[src/rtl/rat_recovery_ctrl.sv]
// Rename-table recovery sequencer: after a redirect, drives one OVERWRITE_RAT cycle,
// then walks surviving ROB entries two per cycle to replay their renames.
module rat_recovery_ctrl #(
    parameter int ROB_IDX_W = 6,
    parameter int PREG_W    = 6
) (
    input  logic                 clock,
    input  logic                 reset_n,
    input  logic                 redirect_valid,
    input  logic [ROB_IDX_W:0]   redirect_robidx,
    input  logic [ROB_IDX_W:0]   rob_head,
    output logic [ROB_IDX_W-1:0] walk_rd0_idx,
    output logic [ROB_IDX_W-1:0] walk_rd1_idx,
    input  logic                 walk_rd0_need_to_wb,
    input  logic [4:0]           walk_rd0_lrd,
    input  logic [PREG_W-1:0]    walk_rd0_prd,
    input  logic                 walk_rd1_need_to_wb,
    input  logic [4:0]           walk_rd1_lrd,
    input  logic [PREG_W-1:0]    walk_rd1_prd,
    output logic [1:0]           rob_state,
    output logic                 rob_walk0_valid,
    output logic [4:0]           rob_walk0_lrd,
    output logic [PREG_W-1:0]    rob_walk0_prd,
    output logic                 rob_walk1_valid,
    output logic [4:0]           rob_walk1_lrd,
    output logic [PREG_W-1:0]    rob_walk1_prd,
    output logic                 rename_stall,
    output logic                 commit_block,
    output logic                 walk_done
);

    typedef enum logic [1:0] {
        S_IDLE = 2'd0,
        S_OVW  = 2'd1,
        S_WALK = 2'd2
    } state_t;

    localparam logic [ROB_IDX_W:0]   PTR_ONE = 1;
    localparam logic [ROB_IDX_W:0]   PTR_TWO = 2;
    localparam logic [ROB_IDX_W-1:0] IDX_ONE = 1;

    state_t               r_state;
    logic [ROB_IDX_W:0]   r_walk_ptr;
    logic [ROB_IDX_W:0]   r_remain;

    logic                 w_in_walk;
    logic                 w_walking;
    logic                 w_last;
    logic [ROB_IDX_W:0]   w_step;
    logic [ROB_IDX_W:0]   w_cnt;

    // cnt is inclusive of both ends; a full ROB (depth entries) still fits in ROB_IDX_W+1 bits.
    assign w_cnt     = redirect_robidx - rob_head + PTR_ONE;
    assign w_in_walk = (r_state == S_WALK);
    assign w_walking = w_in_walk & ~redirect_valid;
    assign w_last    = (r_remain <= PTR_TWO);
    assign w_step    = w_last ? r_remain : PTR_TWO;

    assign walk_rd0_idx = r_walk_ptr[ROB_IDX_W-1:0];
    assign walk_rd1_idx = r_walk_ptr[ROB_IDX_W-1:0] + IDX_ONE;

    assign rob_state = r_state;

    // A redirect arriving mid-walk suppresses that cycle's lanes: the walk is being restarted.
    assign rob_walk0_valid = w_walking & (r_remain != '0) & walk_rd0_need_to_wb;
    assign rob_walk1_valid = w_walking & (r_remain > PTR_ONE) & walk_rd1_need_to_wb;
    assign rob_walk0_lrd   = w_in_walk ? walk_rd0_lrd : '0;
    assign rob_walk0_prd   = w_in_walk ? walk_rd0_prd : '0;
    assign rob_walk1_lrd   = w_in_walk ? walk_rd1_lrd : '0;
    assign rob_walk1_prd   = w_in_walk ? walk_rd1_prd : '0;
    assign walk_done       = w_walking & w_last;

    assign rename_stall = reset_n & ((r_state != S_IDLE) | redirect_valid);
    assign commit_block = rename_stall;

    always_ff @(posedge clock or negedge reset_n) begin
        if (!reset_n) begin
            r_state    <= S_IDLE;
            r_walk_ptr <= '0;
            r_remain   <= '0;
        end else if (redirect_valid) begin
            r_remain   <= w_cnt;
            r_walk_ptr <= rob_head;
            r_state    <= S_OVW;
        end else begin
            case (r_state)
                S_OVW: r_state <= S_WALK;
                S_WALK: begin
                    r_remain   <= r_remain - w_step;
                    r_walk_ptr <= r_walk_ptr + w_step;
                    if (w_last) r_state <= S_IDLE;
                end
                default: r_state <= S_IDLE;
            endcase
        end
    end

endmodule

[config.mk]
export PLATFORM = sky130hd
export DESIGN_NAME = rat_recovery_ctrl
export DESIGN_NICKNAME = d
export VERILOG_FILES = /design/src/rtl/rat_recovery_ctrl.sv
export SDC_FILE = /design/constraint.sdc
export NUM_CORES = 1
export LEC_CHECK = 0
export BUFFER_PORTS_ARGS = -buffer_cell sky130_fd_sc_hd__buf_4
export CAP_MARGIN = 10
export CORE_ASPECT_RATIO = 1.25
export CORE_UTILIZATION = 45
export DETAILED_ROUTE_END_ITERATION = 7
export PLACE_DENSITY_LB_ADDON = 0.1
export SLEW_MARGIN = 20
export SYNTH_ARGS = -nofsm -noshare
export SYNTH_HDL_FRONTEND = slang
export SYNTH_SLANG_ARGS = --single-unit
[constraint.sdc]
create_clock -name clock -period 3.8 [get_ports clock]
set_clock_uncertainty 0.2 [all_clocks]
set_input_delay 0.76 -clock clock [delete_from_list [all_inputs] [get_ports clock]]
set_output_delay 0.76 -clock clock [all_outputs]
set_load 0.01 [all_outputs]
# Yosys cells after proc, flatten, opt, wreduce, memory -nomap -nowiden
# Index checks and enable logic that the tools add are counted.
# word_totals
register_bits,16
out_inout_bits,41
# op_classes
add_sub_neg,5
muxes,12
eq_ne,3
reduce_logical,3
order_cmp,2
n_bitwise,9
# op_table
cell,n
two-way mux 7 bit,5
subtractor 7 bit,2
two-way mux 6 bit,2
two-way mux 5 bit,2
"adder 7 x 1 -> 7 bit, second input constant",1
adder 7 bit,1
AND 1 bit,7
"greater-than comparator 7 x 1 -> 1 bit, second input constant",1
"less-or-equal comparator 7 x 2 -> 1 bit, second input constant",1
nonzero test 7 bit,1
"adder 6 x 1 -> 6 bit, second input constant",1
two-way mux 2 bit,2
case mux 2 bit (2 select lines),1
nonzero test 2 bit,2
"inequality test 3 x 2 -> 1 bit, second input constant",1
"== test 2 x 1 -> 1 bit, second input constant",1
"== test 2 bit, second input constant",1
NOT 1 bit,1
bitwise OR 1 bit,1

# Depth between registers and ports, before layout
# Gate-level depths: netlist of the first run.
# logic_depth
depth_word,5
depth_mapped,12
mapped_depth_nobuf,12

# Least setup slack after synthesis of the first run
# Ideal clock, no wire load.
# synth_timing
path_type,flip-flop to flip-flop
from,register r_remain[3]
to,register r_walk_ptr[4]
n_path_buf,0
t_arrival_ns,2.505
setup_time_ns,0.096
slack_ns,1.000
stages_incl_launch_ff,13
required_time_ns,3.504
cell_sequence,dfrtp_1 > or3_4 > or3_4 > a21o_1 > nor2_1 > ha_1 > inv_1 > fa_1 > inv_1 > a21o_1 > a21oi_1 > xor2_1 > o31ai_1
# synth_between
elab_chain_len,5
# synth_rtl
element,line_no,rtl
start: declaration,44,logic [ROB_IDX_W:0] r_remain;
start signal: assignment,82,r_remain <= w_cnt;
start signal: assignment,89,r_remain <= r_remain - w_step;
less-or-equal comparator 7 x 2 -> 1 bit,56,assign w_last = (r_remain <= PTR_TWO);
two-way mux 7 bit *,57,assign w_step = w_last ? r_remain : PTR_TWO;
adder 7 bit *,90,r_walk_ptr <= r_walk_ptr + w_step;
two-way mux 7 bit *,86,case (r_state)
two-way mux 7 bit *,81,end else if (redirect_valid) begin
end signal: assignment,83,r_walk_ptr <= rob_head;
end signal: assignment,90,
end: declaration,43,logic [ROB_IDX_W:0] r_walk_ptr;
# Mark *: on every way between the ends. The rest lies on a longest branch, timed or not. The select of a mux whose other input is x is not followed.
# A chain may end at the register's enable or synchronous reset.

# Final worst setup path of the first run
# Ends and elaborated chain as after synthesis.

==> metrics, run 1 <==
final antenna-violating net count 0; buffer type at the clock tree root sky130_fd_sc_hd__clkbuf_8; library cell with the largest summed area after synthesis sky130_fd_sc_hd__dfrtp_1; Internal Dissipation 0.403 mW; first-iteration detailed-routing DRC count 14; Critical Path AT 2.91 ns; slowest stage delay, CP 0.41 ns; post-CTS resize count 0; post-DR wirelength/cell 12.3 um; setup_tns 0 ns; critical path launch point type flip-flop; largest family of logic cells by synthesized area simple AND/OR/NAND/NOR gates; RD Place Congestion 0.734; Setup crit end kind flip-flop; max-cap violation count 0; number of remaining DRC errors 0; slew margin rel. 62.7%; distinct cell type count of the synthesized netlist 38; number of rows in the core area 23; leakage power total 1.15 nW; synthesis-stage register bit count 15; area share of the largest cell type after synthesis 24.8%; Simple-Gate Fraction of Synth Area 23.7%; share of the synthesized netlist area taken by xor and xnor gates 8.68%; final clock period utilization by the worst path 77.9%; Final Critical Period 2.96 ns; Synth Area in Compound Gates 15.8%; Setup Buffers After CTS 0; number of search-and-repair iterations in the first detailed-routing pass 4; part of the Yosys area used for sequential elements 24.8%; predominant post-synthesis flop cell sky130_fd_sc_hd__dfrtp_1; Avg Inst Size Synth 8.27 um^2; Least-Margin Pin Slew 0.559 ns; worst min-delay path class input pin to async pin; share of synthesized flip-flops with an asynchronous set or reset 100%; die boundary height 66.9 um; TritonCTS buffer count 3; required time at the worst-slack endpoint 3.75 ns; power spent charging and discharging nets 0.211 mW; wire length of the first global-routing pass 5.79 mm; number of setup violations in the final report 0; Core Box Area 3190 um^2; total clock sinks 15; number of antenna violations at the first check in global routing 0; pin count of the biggest net entering global routing 35; CP cell instances or3_4 > or3_4 > a21o_1 > nor2_1 > ha_1 > inv_1 > fa_1 > inv_1 > a21o_1 > a21oi_1 > xor2_1 > o31ai_1; overall overflow remaining after global route 0; Post-synth EDFFs 0; # port buffers 81; power share of the sequential group 35.5%; initial core utilization 47.4%; post-synthesis mux area share 2.07%; cell area after technology mapping 1510 um^2; number of levels in the clock H-tree 1; worst-path maximum fanout 4; layout-stage area growth over the synthesis result 44.5%; power density cells 281 nW/um^2; synthesized instance count 183; via count 1512; main area contributors after synthesis sky130_fd_sc_hd__dfrtp_1 (25%), sky130_fd_sc_hd__ha_1 (15%), sky130_fd_sc_hd__and2_1 (9.1%), sky130_fd_sc_hd__a21oi_1 (4.6%), sky130_fd_sc_hd__xnor2_1 (4.6%); Gate power share 43.2%; Ys Warns 0; run status finished, final reports clean; CTS tree built; share of layout cells above drive strength 1 34.9%; total instance count after detailed placement 294; insertion delay to the later sink of the worst-skew pair 0.25 ns; via density per instance 5.07; worst vdd rail ir drop 0.000229 V; CTS Hold Buffers Added 0; via count of the first global-routing pass 1413; Achievable Freq 338 MHz; antenna diode instance count 0; horizontal die dimension 53.9 um; half-perimeter wire length after placement 2.95 mm; arithmetic-cell share of the synthesized area counting full adders, half adders and majority gates 17.5%; unrepaired setup endpoints after global routing false; switching fraction of total power 34.4%; count of endpoints failing hold in the final timing report 0; max-slew violations 0; count of nets after finishing 323; largest buffer count on any clock path 2; fill cell total of the finished layout 287; GRT Resource Usage Total 22.0%; top-level I/O count 82; Crit-path slowest cell sky130_fd_sc_hd__dfrtp_1; aggregate routed wire length 3.66 mm; relative contribution of the clock network to total power 21.3%; Layout Cells excl Fill 298; die footprint 3600 um^2; class of the most critical setup path flip-flop to flip-flop; clk slew on worst S/H paths 0.06 ns
==> cells in the mapped netlist, types with 2 or more instances <==
library cell / count
sky130_fd_sc_hd__inv_1: 17
sky130_fd_sc_hd__a211oi_1: 5
sky130_fd_sc_hd__fa_1: 2
sky130_fd_sc_hd__nor3_1: 4
sky130_fd_sc_hd__nand2b_1: 2
sky130_fd_sc_hd__and3_1: 2
sky130_fd_sc_hd__nor4_1: 2
sky130_fd_sc_hd__dfrtp_1: 15
sky130_fd_sc_hd__conb_1: 2
sky130_fd_sc_hd__o21ai_1: 2
sky130_fd_sc_hd__nand3_1: 2
sky130_fd_sc_hd__ha_1: 18
sky130_fd_sc_hd__mux2i_1: 2
sky130_fd_sc_hd__a21oi_1: 14
sky130_fd_sc_hd__o21ai_0: 7
sky130_fd_sc_hd__and2_1: 22
sky130_fd_sc_hd__buf_1: 2
sky130_fd_sc_hd__nand2_1: 6
sky130_fd_sc_hd__nor3b_1: 2
sky130_fd_sc_hd__xnor2_1: 8
sky130_fd_sc_hd__xor2_1: 7
sky130_fd_sc_hd__a21o_1: 5
sky130_fd_sc_hd__nor2b_1: 3
sky130_fd_sc_hd__or3_4: 2
sky130_fd_sc_hd__clkbuf_1: 7
sky130_fd_sc_hd__nor2_1: 11
==> layer usage <==
metal	part of all wire [%]	GRT usage [%]	vias to the layer above
met2	54	39.7	54
met5	0	0	-
met3	5.1	2.74	4
met4	1.6	9.21	0
li1	-	-	766
met1	39	24.8	688
==> cell type report <==
class / count / area, um^2 / share of cell area, %
clock buffers: 3 / 41.3 / 1.89
clock inverters: 1 / 5.00 / 0.229
inverters: 17 / 63.8 / 2.92
multi-input cells: 143 / 1040 / 47.6
flip-flops and latches: 15 / 375 / 17.2
well taps: 37 / 46.3 / 2.12
repair buffers: 82 / 616 / 28.1
==> critical path, delay by kind of cell (launching register included) <==
| family | cells | cell delay [ns] |
|---|---|---|
| AOI/OAI and AO/OA | 4 | 0.59 |
| and+or+nand+nor | 3 | 0.86 |
| buffers and inverters | 2 | 0.13 |
| DFF | 1 | 0.41 |
| xor gates and xnor gates | 1 | 0.14 |
| adders and majority gates | 2 | 0.56 |
==> power by group through the flow <==
stage                     clock, mW  sequential, mW  combinational (mW)
after floorplan                   0           0.217               0.161
after global placement            0           0.218               0.262
after detailed placement          0           0.220               0.265
after CTS                     0.133           0.218               0.267
after global routing          0.139           0.223               0.302
final                         0.131           0.218               0.266
==> worst paths after layout <==
check	start	endpoint	slack (ns)	depth (start not counted)
setup / recovery	r_remain[3]	r_walk_ptr[4]	0.84	12
hold / removal	reset_n	r_remain[6]	0.16	1
setup reg to reg	r_remain[3]	r_walk_ptr[4]	0.84	12
hold reg to reg	r_remain[0]	r_remain[0]	0.38	2
max in group asynchronous	reset_n	r_walk_ptr[0]	3.06	1
min in group clock	r_remain[0]	r_remain[0]	0.38	2
==> flip-flops by register name, indices dropped and copies added (netlist names) <==
signal	cells
r_walk_ptr	6
rob_state	2
r_remain	7
==> metrics by stage <==
| stage | utilization (%) | hold slack (ns) | power (mW) | cell area [um^2] | worst slack [ns] |
|---|---|---|---|---|---|
| floorplan | - | 0.264 | 0.378 | 1520 | 1.00 |
| global placement | 67.1 | 0.368 | 0.481 | 2140 | 0.929 |
| detailed placement | 67.1 | 0.371 | 0.485 | 2140 | 0.846 |
| CTS | 68.5 | 0.164 | 0.618 | 2190 | 0.833 |
| global route | 68.5 | 0.172 | 0.664 | 2190 | 0.651 |
| finish | 68.5 | 0.157 | 0.615 | 2190 | 0.841 |
==> kinds of logic after synthesis <==
logic type      Yosys count
xor+xnor                 15
flops                    15
fa+ha+maj                20
mux                       3
simple gates             62
other cells               2
buf+inv                  27
compound gates           39
==> cell usage in the layout (no fill, tap or decap), types with 2 or more instances in the layout <==
master,netlist,routed
sky130_fd_sc_hd__nand2b_1,2,2
sky130_fd_sc_hd__mux2i_1,2,2
sky130_fd_sc_hd__nand2_1,6,6
sky130_fd_sc_hd__nor3b_1,2,2
sky130_fd_sc_hd__nor4_1,2,2
sky130_fd_sc_hd__or3_4,2,2
sky130_fd_sc_hd__dfrtp_1,15,15
sky130_fd_sc_hd__and2_1,22,22
sky130_fd_sc_hd__xor2_1,7,7
sky130_fd_sc_hd__and3_1,2,2
sky130_fd_sc_hd__ha_1,18,18
sky130_fd_sc_hd__a211oi_1,5,5
sky130_fd_sc_hd__a21oi_1,14,14
sky130_fd_sc_hd__inv_1,17,17
sky130_fd_sc_hd__nand3_1,2,2
sky130_fd_sc_hd__conb_1,2,4
sky130_fd_sc_hd__o21ai_1,2,2
sky130_fd_sc_hd__nor2b_1,3,3
sky130_fd_sc_hd__xnor2_1,8,8
sky130_fd_sc_hd__o21ai_0,7,7
sky130_fd_sc_hd__nor2_1,11,11
sky130_fd_sc_hd__buf_4,1,82
sky130_fd_sc_hd__fa_1,2,2
sky130_fd_sc_hd__clkbuf_8,0,3
sky130_fd_sc_hd__a21o_1,5,5
sky130_fd_sc_hd__nor3_1,4,4
Power figures use the tool's default switching activity.
==> inputs of run 2 (changes only) <==
Settings changed: CORE_UTILIZATION 45 to 41.
Clock period 3.8 ns to 2.7 ns, I/O delays scaled along.
==> run 2 against run 1 <==
  * The run now ends with setup timing left
  * Cell count increased by 4.7%
  * Flip-flop and latch count unchanged
  * Worst hold slack improved by 0.16 ns
  * Via count increased by 3.9%
  * Die area increased by 9.4%
  * Critical path type unchanged
  * Largest power group unchanged
==> metrics, run 2 (same netlist as run 1, synthesis figures left out) <==
run status finished, violations left (was finished, final reports clean); violated checks setup timing; register ranked first by flip-flop count r_remain (unchanged); via density per instance 5.04 (was 5.07); # port buffers 81 (unchanged); register area 375 um^2 (unchanged); clk slew on worst S/H paths 0.06 ns (about the same); unrepaired setup endpoints after global routing true (was false); count of endpoints failing hold in the final timing report 0 (unchanged); max-slew violations 0 (unchanged); most common cell after layout, fill and taps aside sky130_fd_sc_hd__buf_4 (unchanged); Critical Path AT 2.78 ns (was 2.91 ns); fill cell total of the finished layout 315 (was 287); layout-stage area growth over the synthesis result 54.8% (was 44.5%); horizontal die dimension 56.4 um (was 53.9 um); wire length of the first global-routing pass 6.78 mm (was 5.79 mm); post-DR wirelength/cell 12.9 um (was 12.3 um); overall overflow remaining after global route 0 (unchanged); Final Critical Period 2.83 ns (was 2.96 ns); first-iteration detailed-routing DRC count 23 (was 14); final clock period utilization by the worst path 105% (was 77.9%); share of layout cells above drive strength 1 40.7% (was 34.9%); Layout Cells excl Fill 312 (was 298); worst vdd rail ir drop 0.000318 V (was 0.000229 V); final worst setup slack -0.127 ns (was 0.841 ns); placed cell area 2200 um^2 (was 2140 um^2); total instance count after detailed placement 303 (was 294); Core Box Area 3510 um^2 (was 3190 um^2); pin count of the biggest net entering global routing 35 (unchanged); required time at the worst-slack endpoint 2.66 ns (was 3.75 ns); class of the most critical setup path flip-flop to flip-flop (unchanged); via count of the first global-routing pass 1626 (was 1413); final antenna-violating net count 0 (unchanged); via count 1571 (was 1512); Setup crit end kind flip-flop (unchanged); number of setup violations in the final report 5 (was 0); area occupied by multi-input gates 1080 um^2 (was 1040 um^2); max-cap violation count 0 (unchanged); top-level I/O count 82 (unchanged); number of search-and-repair iterations in the first detailed-routing pass 4 (unchanged); worst-path maximum fanout 3 (was 4); GRT Resource Usage Total 21.4% (was 22.0%); Achievable Freq 354 MHz (was 338 MHz); flip-flop count of the largest register after layout 7 (unchanged); TritonCTS buffer count 3 (unchanged); die boundary height 69.9 um (was 66.9 um); antenna diode instance count 0 (unchanged); initial core utilization 43.1% (was 47.4%); RD Place Congestion 0.761 (was 0.734); leakage power total 1.21 nW (was 1.15 nW); power density cells 392 nW/um^2 (was 281 nW/um^2); count of nets after finishing 335 (was 323); top library cells by usage in the layout, fill and taps aside sky130_fd_sc_hd__buf_4 (89), sky130_fd_sc_hd__and2_1 (22), sky130_fd_sc_hd__ha_1 (16), sky130_fd_sc_hd__inv_1 (15), sky130_fd_sc_hd__dfrtp_1 (15) (was sky130_fd_sc_hd__buf_4 (82), sky130_fd_sc_hd__and2_1 (22), sky130_fd_sc_hd__ha_1 (18), sky130_fd_sc_hd__inv_1 (17), sky130_fd_sc_hd__dfrtp_1 (15)); end-of-flow core utilization 66.7% (was 68.5%); CTS tree built (unchanged); aggregate routed wire length 4.02 mm (was 3.66 mm); number of rows in the core area 24 (was 23); largest buffer count on any clock path 2 (unchanged); insertion delay to the later sink of the worst-skew pair 0.25 ns (about the same); half-perimeter wire length after placement 3.19 mm (was 2.95 mm); total clock sinks 15 (unchanged); minimum setup slack after placement -0.0700 ns (was 0.846 ns); number of remaining DRC errors 0 (unchanged); critical path launch point type flip-flop (unchanged); number of levels in the clock H-tree 1 (unchanged); post-route cell area 2340 um^2 (was 2190 um^2); buffer type at the clock tree root sky130_fd_sc_hd__clkbuf_8 (unchanged); die footprint 3940 um^2 (was 3600 um^2); number of antenna violations at the first check in global routing 0 (unchanged); worst min-delay path class input pin to flip-flop (was input pin to async pin)
-- run 2: cell type report --
cell class	count	area share (%)
Clock inverter	1	0.214
Inverter	17	2.83
Multi-Input combinational cell	143	46.2
Tap cell	39	2.08
Timing Repair Buffer	94	30.9
Clock buffer	3	1.76
Sequential cell	15	16.0
-- run 2: where the power goes --
| part | switching, mW | total (mW) | internal, mW |
|---|---|---|---|
| combinational | 0.188 | 0.427 | 0.239 |
| clock | 0.0851 | 0.188 | 0.102 |
| sequential | 0.0432 | 0.303 | 0.260 |
| total | 0.317 | 0.918 | 0.601 |
-- run 2: metal layers --
layer,GRT usage [%],vias to the layer above,wire (um)
li1,-,792,-
met1,21.6,710,1450
met2,41.8,56,2320
met3,3.15,13,148
met4,10.3,0,99
met5,0,-,0
-- run 2: metrics by stage --
stage	total power, mW	hold slack [ns]	TNS [ns]
floorplan	0.532	0.0444	-0.0491
global placement	0.704	0.215	-0.0372
detailed placement	0.710	0.215	-0.109
CTS	0.912	0.311	-0.256
global route	0.991	0.340	-1.08
finish	0.918	0.315	-0.325
-- run 2: worst paths after layout --
check | startpoint | end | slack (ns) | depth (start not counted)
worst max-delay path | r_remain[3] | r_walk_ptr[4] | -0.13 | 12
worst min-delay path | rob_head[3] | r_walk_ptr[3] | 0.31 | 3
max in group asynchronous | reset_n | rob_state[0] | 1.61 | 2
min in group asynchronous | reset_n | r_remain[1] | 0.50 | 2
worst min register to register | r_remain[0] | r_remain[0] | 0.40 | 2
worst max register to register | r_remain[3] | r_walk_ptr[4] | -0.13 | 12
-- run 2: what timing repair did --
| action | 4_1_cts | 5_1_grt |
|---|---|---|
| hold buffers | 1 | 0 |
| pin swaps | 7 | 6 |
| buffers inserted | 1 | 3 |
| endpoints found under the hold margin | 15 | 0 |
| setup endpoints to repair | 4 | 8 |
| resized for setup | 8 | 7 |
-- run 2: critical path, stage by stage, from the launching register on --
cell and delay [ns]:
sky130_fd_sc_hd__dfrtp_1 0.38, sky130_fd_sc_hd__or3_4 0.38, sky130_fd_sc_hd__or3_4 0.35, sky130_fd_sc_hd__a21o_1 0.18, sky130_fd_sc_hd__nor2_1 0.10, sky130_fd_sc_hd__ha_2 0.19, sky130_fd_sc_hd__inv_2 0.04, sky130_fd_sc_hd__fa_2 0.34
sky130_fd_sc_hd__inv_1 0.07, sky130_fd_sc_hd__a21o_1 0.11, sky130_fd_sc_hd__a21oi_1 0.07, sky130_fd_sc_hd__xor2_1 0.14, sky130_fd_sc_hd__o31ai_1 0.19
==> inputs of run 3 (changes only) <==
Settings changed: ABC_AREA set to 1, CORE_UTILIZATION 41 to 42.
==> run 3 against run 2 <==
  * Sequential power decreased by 2%
  * Clock power increased by 3%
  * Worst hold slack got worse by 0.0086 ns
  * Non-clock buffer count decreased by 10
  * Final area increased by 1.5%
  * Core utilization decreased by 3.8 points
  * The run now ends clean
  * Sequential share of layout area decreased by 0.24 points
  * Flip-flop and latch count unchanged
  * Total power decreased by 1.2%
==> metrics, run 3 <==
most common cell after layout, fill and taps aside sky130_fd_sc_hd__buf_4 (unchanged); switching fraction of total power 38.1% (was 34.5%); Internal Dissipation 0.562 mW (was 0.601 mW); flip-flop count of the largest register after layout 7 (unchanged); post-DR wirelength/cell 10.8 um (was 12.9 um); run status finished, final reports clean (was finished, violations left); antenna diode instance count 0 (unchanged); layout-stage area growth over the synthesis result 43.1% (was 54.8%); required time at the worst-slack endpoint 1.96 ns (was 2.66 ns); setup_tns 0 ns (was -0.325 ns); TritonCTS buffer count 3 (unchanged); count of endpoints failing hold in the final timing report 0 (unchanged); overall overflow remaining after global route 0 (unchanged); horizontal die dimension 58.3 um (was 56.4 um); via density per instance 4.64 (was 5.04); wire length of the first global-routing pass 7.04 mm (was 6.78 mm); pin count of the biggest net entering global routing 27 (was 35); synthesis-stage register bit count 15 (unchanged); Core Box Area 3780 um^2 (was 3510 um^2); class of the most critical setup path input pin to output pin (was flip-flop to flip-flop); number of setup violations in the final report 0 (was 5); GRT Resource Usage Total 21.4% (about the same); die boundary height 72.4 um (was 69.9 um); worst min-delay path class input pin to flip-flop (unchanged); part of the Yosys area used for sequential elements 22.6% (was 24.8%); unrepaired setup endpoints after global routing false (was true); power share of the sequential group 32.6% (was 33.0%); final clock period utilization by the worst path 88.0% (was 105%); Gate power share 46.0% (was 46.5%); final antenna-violating net count 0 (unchanged); cell types with the highest counts after synthesis sky130_fd_sc_hd__inv_1 (61), sky130_fd_sc_hd__nand2_1 (51), sky130_fd_sc_hd__nor2_1 (35) (was sky130_fd_sc_hd__and2_1 (22), sky130_fd_sc_hd__ha_1 (18), sky130_fd_sc_hd__inv_1 (17)); # port buffers 81 (unchanged); largest buffer count on any clock path 2 (unchanged); post-CTS resize count 0 (was 8); area share of the largest cell type after synthesis 22.6% (was 24.8%); share of layout cells above drive strength 1 27.4% (was 40.7%); power spent charging and discharging nets 0.345 mW (was 0.317 mW); CTS Hold Buffers Added 1 (unchanged); Avg Inst Size Synth 6.50 um^2 (was 8.27 um^2); via count 1828 (was 1571); count of nets after finishing 402 (was 335); Ys Warns 0 (unchanged); aggregate routed wire length 4.25 mm (was 4.02 mm); number of levels in the clock H-tree 1 (unchanged); minimum setup slack after placement 0.272 ns (was -0.0700 ns); library cell with the largest summed area after synthesis sky130_fd_sc_hd__dfrtp_1 (unchanged); via count of the first global-routing pass 1668 (was 1626); Setup crit end kind output pin (was flip-flop); relative contribution of the clock network to total power 21.4% (was 20.4%); total clock sinks 15 (unchanged); first-iteration detailed-routing DRC count 87 (was 23); buffer type at the clock tree root sky130_fd_sc_hd__clkbuf_8 (unchanged); clk slew on worst S/H paths 0.08 ns (was 0.06 ns); initial core utilization 43.9% (was 43.1%); max-slew violations 0 (unchanged); Achievable Freq 421 MHz (was 354 MHz); number of rows in the core area 25 (was 24); main area contributors after synthesis sky130_fd_sc_hd__dfrtp_1 (23%), sky130_fd_sc_hd__inv_1 (14%), sky130_fd_sc_hd__ha_1 (14%), sky130_fd_sc_hd__nand2_1 (12%), sky130_fd_sc_hd__nor2_1 (7.9%) (was sky130_fd_sc_hd__dfrtp_1 (25%), sky130_fd_sc_hd__ha_1 (15%), sky130_fd_sc_hd__and2_1 (9.1%), sky130_fd_sc_hd__a21oi_1 (4.6%), sky130_fd_sc_hd__xnor2_1 (4.6%)); Pwr Total 0.907 mW (was 0.918 mW); dominant cell by count in the synthesized netlist sky130_fd_sc_hd__inv_1 (was sky130_fd_sc_hd__and2_1); worst vdd rail ir drop 0.000289 V (was 0.000318 V); register ranked first by flip-flop count r_remain (unchanged); number of search-and-repair iterations in the first detailed-routing pass 4 (unchanged); Critical Path AT 1.64 ns (was 2.78 ns); number of antenna violations at the first check in global routing 0 (unchanged); Final Critical Period 2.38 ns (was 2.83 ns); CTS tree built (unchanged); insertion delay to the later sink of the worst-skew pair 0.26 ns (was 0.25 ns); number of remaining DRC errors 0 (unchanged); top-level I/O count 82 (unchanged); synthesized instance count 256 (was 183); die footprint 4220 um^2 (was 3940 um^2); Setup Buffers After CTS 0 (was 1); Post-synth EDFFs 0 (unchanged); predominant post-synthesis flop cell sky130_fd_sc_hd__dfrtp_1 (unchanged); cell area after technology mapping 1660 um^2 (was 1510 um^2); critical path launch point type input pin (was flip-flop); worst-path maximum fanout 16 (was 3); top library cells by usage in the layout, fill and taps aside sky130_fd_sc_hd__buf_4 (83), sky130_fd_sc_hd__inv_1 (61), sky130_fd_sc_hd__nand2_1 (51), sky130_fd_sc_hd__nor2_1 (35) (was sky130_fd_sc_hd__buf_4 (89), sky130_fd_sc_hd__and2_1 (22), sky130_fd_sc_hd__ha_1 (16), sky130_fd_sc_hd__inv_1 (15), sky130_fd_sc_hd__dfrtp_1 (15)); max-cap violation count 0 (unchanged); RD Place Congestion 0.822 (was 0.761); half-perimeter wire length after placement 3.42 mm (was 3.19 mm); distinct cell type count of the synthesized netlist 29 (was 38); power density cells 381 nW/um^2 (was 392 nW/um^2); leakage power total 1.40 nW (was 1.21 nW); share of synthesized flip-flops with an asynchronous set or reset 100% (unchanged); final worst setup slack 0.323 ns (was -0.127 ns)
==> run 3: cell count changes after synthesis, moves of 4 or more <==
cell / change
sky130_fd_sc_hd__inv_1: +44
sky130_fd_sc_hd__a21o_1: -5
sky130_fd_sc_hd__nand3_1: +16
sky130_fd_sc_hd__o221ai_1: +4
sky130_fd_sc_hd__clkbuf_1: -4
sky130_fd_sc_hd__xnor2_1: -6
sky130_fd_sc_hd__a211oi_1: -5
sky130_fd_sc_hd__nor2_1: +24
sky130_fd_sc_hd__and2_1: -22
sky130_fd_sc_hd__nand2_1: +45
sky130_fd_sc_hd__a21oi_1: -8
==> run 3: per-stage QoR <==
| stage | area, um^2 | cells | hold WS [ns] | util, % |
|---|---|---|---|---|
| after floorplan | 1670 | 258 | 0.0444 | - |
| after global placement | 2320 | 389 | 0.221 | 61.4 |
| after detailed placement | 2320 | 389 | 0.218 | 61.4 |
| after CTS | 2380 | 394 | 0.310 | 62.9 |
| after global routing | 2380 | 394 | 0.309 | 62.9 |
| final | 2380 | 394 | 0.306 | 62.9 |
==> run 3: cell families (layout without fill, tap and decap cells) <==
family,Yosys count,in the layout,share of synthesized area (%)
AO/OA/AOI/OAI,26,26,10.0
other,2,4,0.452
flip-flops,15,15,22.6
adder cells (fa/ha/maj),20,20,16.0
buffers and inverters,68,150,16.3
AND/OR/NAND/NOR,116,116,30.0
XOR/XNOR,9,9,4.74
==> run 3: worst max-delay path: stages <==
cell and delay (ns):
sky130_fd_sc_hd__dlygate4sd3_1 0.53, sky130_fd_sc_hd__buf_4 0.25, sky130_fd_sc_hd__o31a_1 0.20, sky130_fd_sc_hd__buf_4 0.12
==> run 3: area by class of cell <==
type                    count  area [um^2]
multi-input cells         175         1020
well taps                  54         67.6
flip-flops and latches     15          375
clock inverters             1         5.00
inverters                  62          233
repair buffers             84          633
clock buffers               3         41.3
fillers                   369         1410
==> run 3: layer usage <==
layer | global-route usage [%] | part of all wire [%]
met4 | 3.97 | 0.33
met5 | 0 | 0
met2 | 40.0 | 54
met1 | 25.1 | 43
met3 | 3.92 | 3.5
==> run 3: power groups by stage <==
stage | sequential [mW] | clock, mW | combinational, mW
finish | 0.296 | 0.194 | 0.417
global route | 0.301 | 0.209 | 0.476
CTS | 0.296 | 0.198 | 0.420
detailed placement | 0.299 | 0 | 0.416
global placement | 0.299 | 0 | 0.410
floorplan | 0.298 | 0 | 0.255
==> run 3: final timing paths <==
| kind | start | to | slack [ns] | cells past startpoint |
|---|---|---|---|---|
| worst min register to register | r_remain[5] | r_remain[5] | 0.37 | 2 |
| min in group asynchronous | reset_n | r_remain[5] | 0.47 | 2 |
| max in group asynchronous | reset_n | r_remain[1] | 1.62 | 2 |
| worst min-delay path | rob_head[1] | r_walk_ptr[1] | 0.31 | 3 |
| worst max-delay path | reset_n | commit_block | 0.32 | 4 |
| worst max register to register | r_remain[4] | r_walk_ptr[4] | 0.37 | 12 |
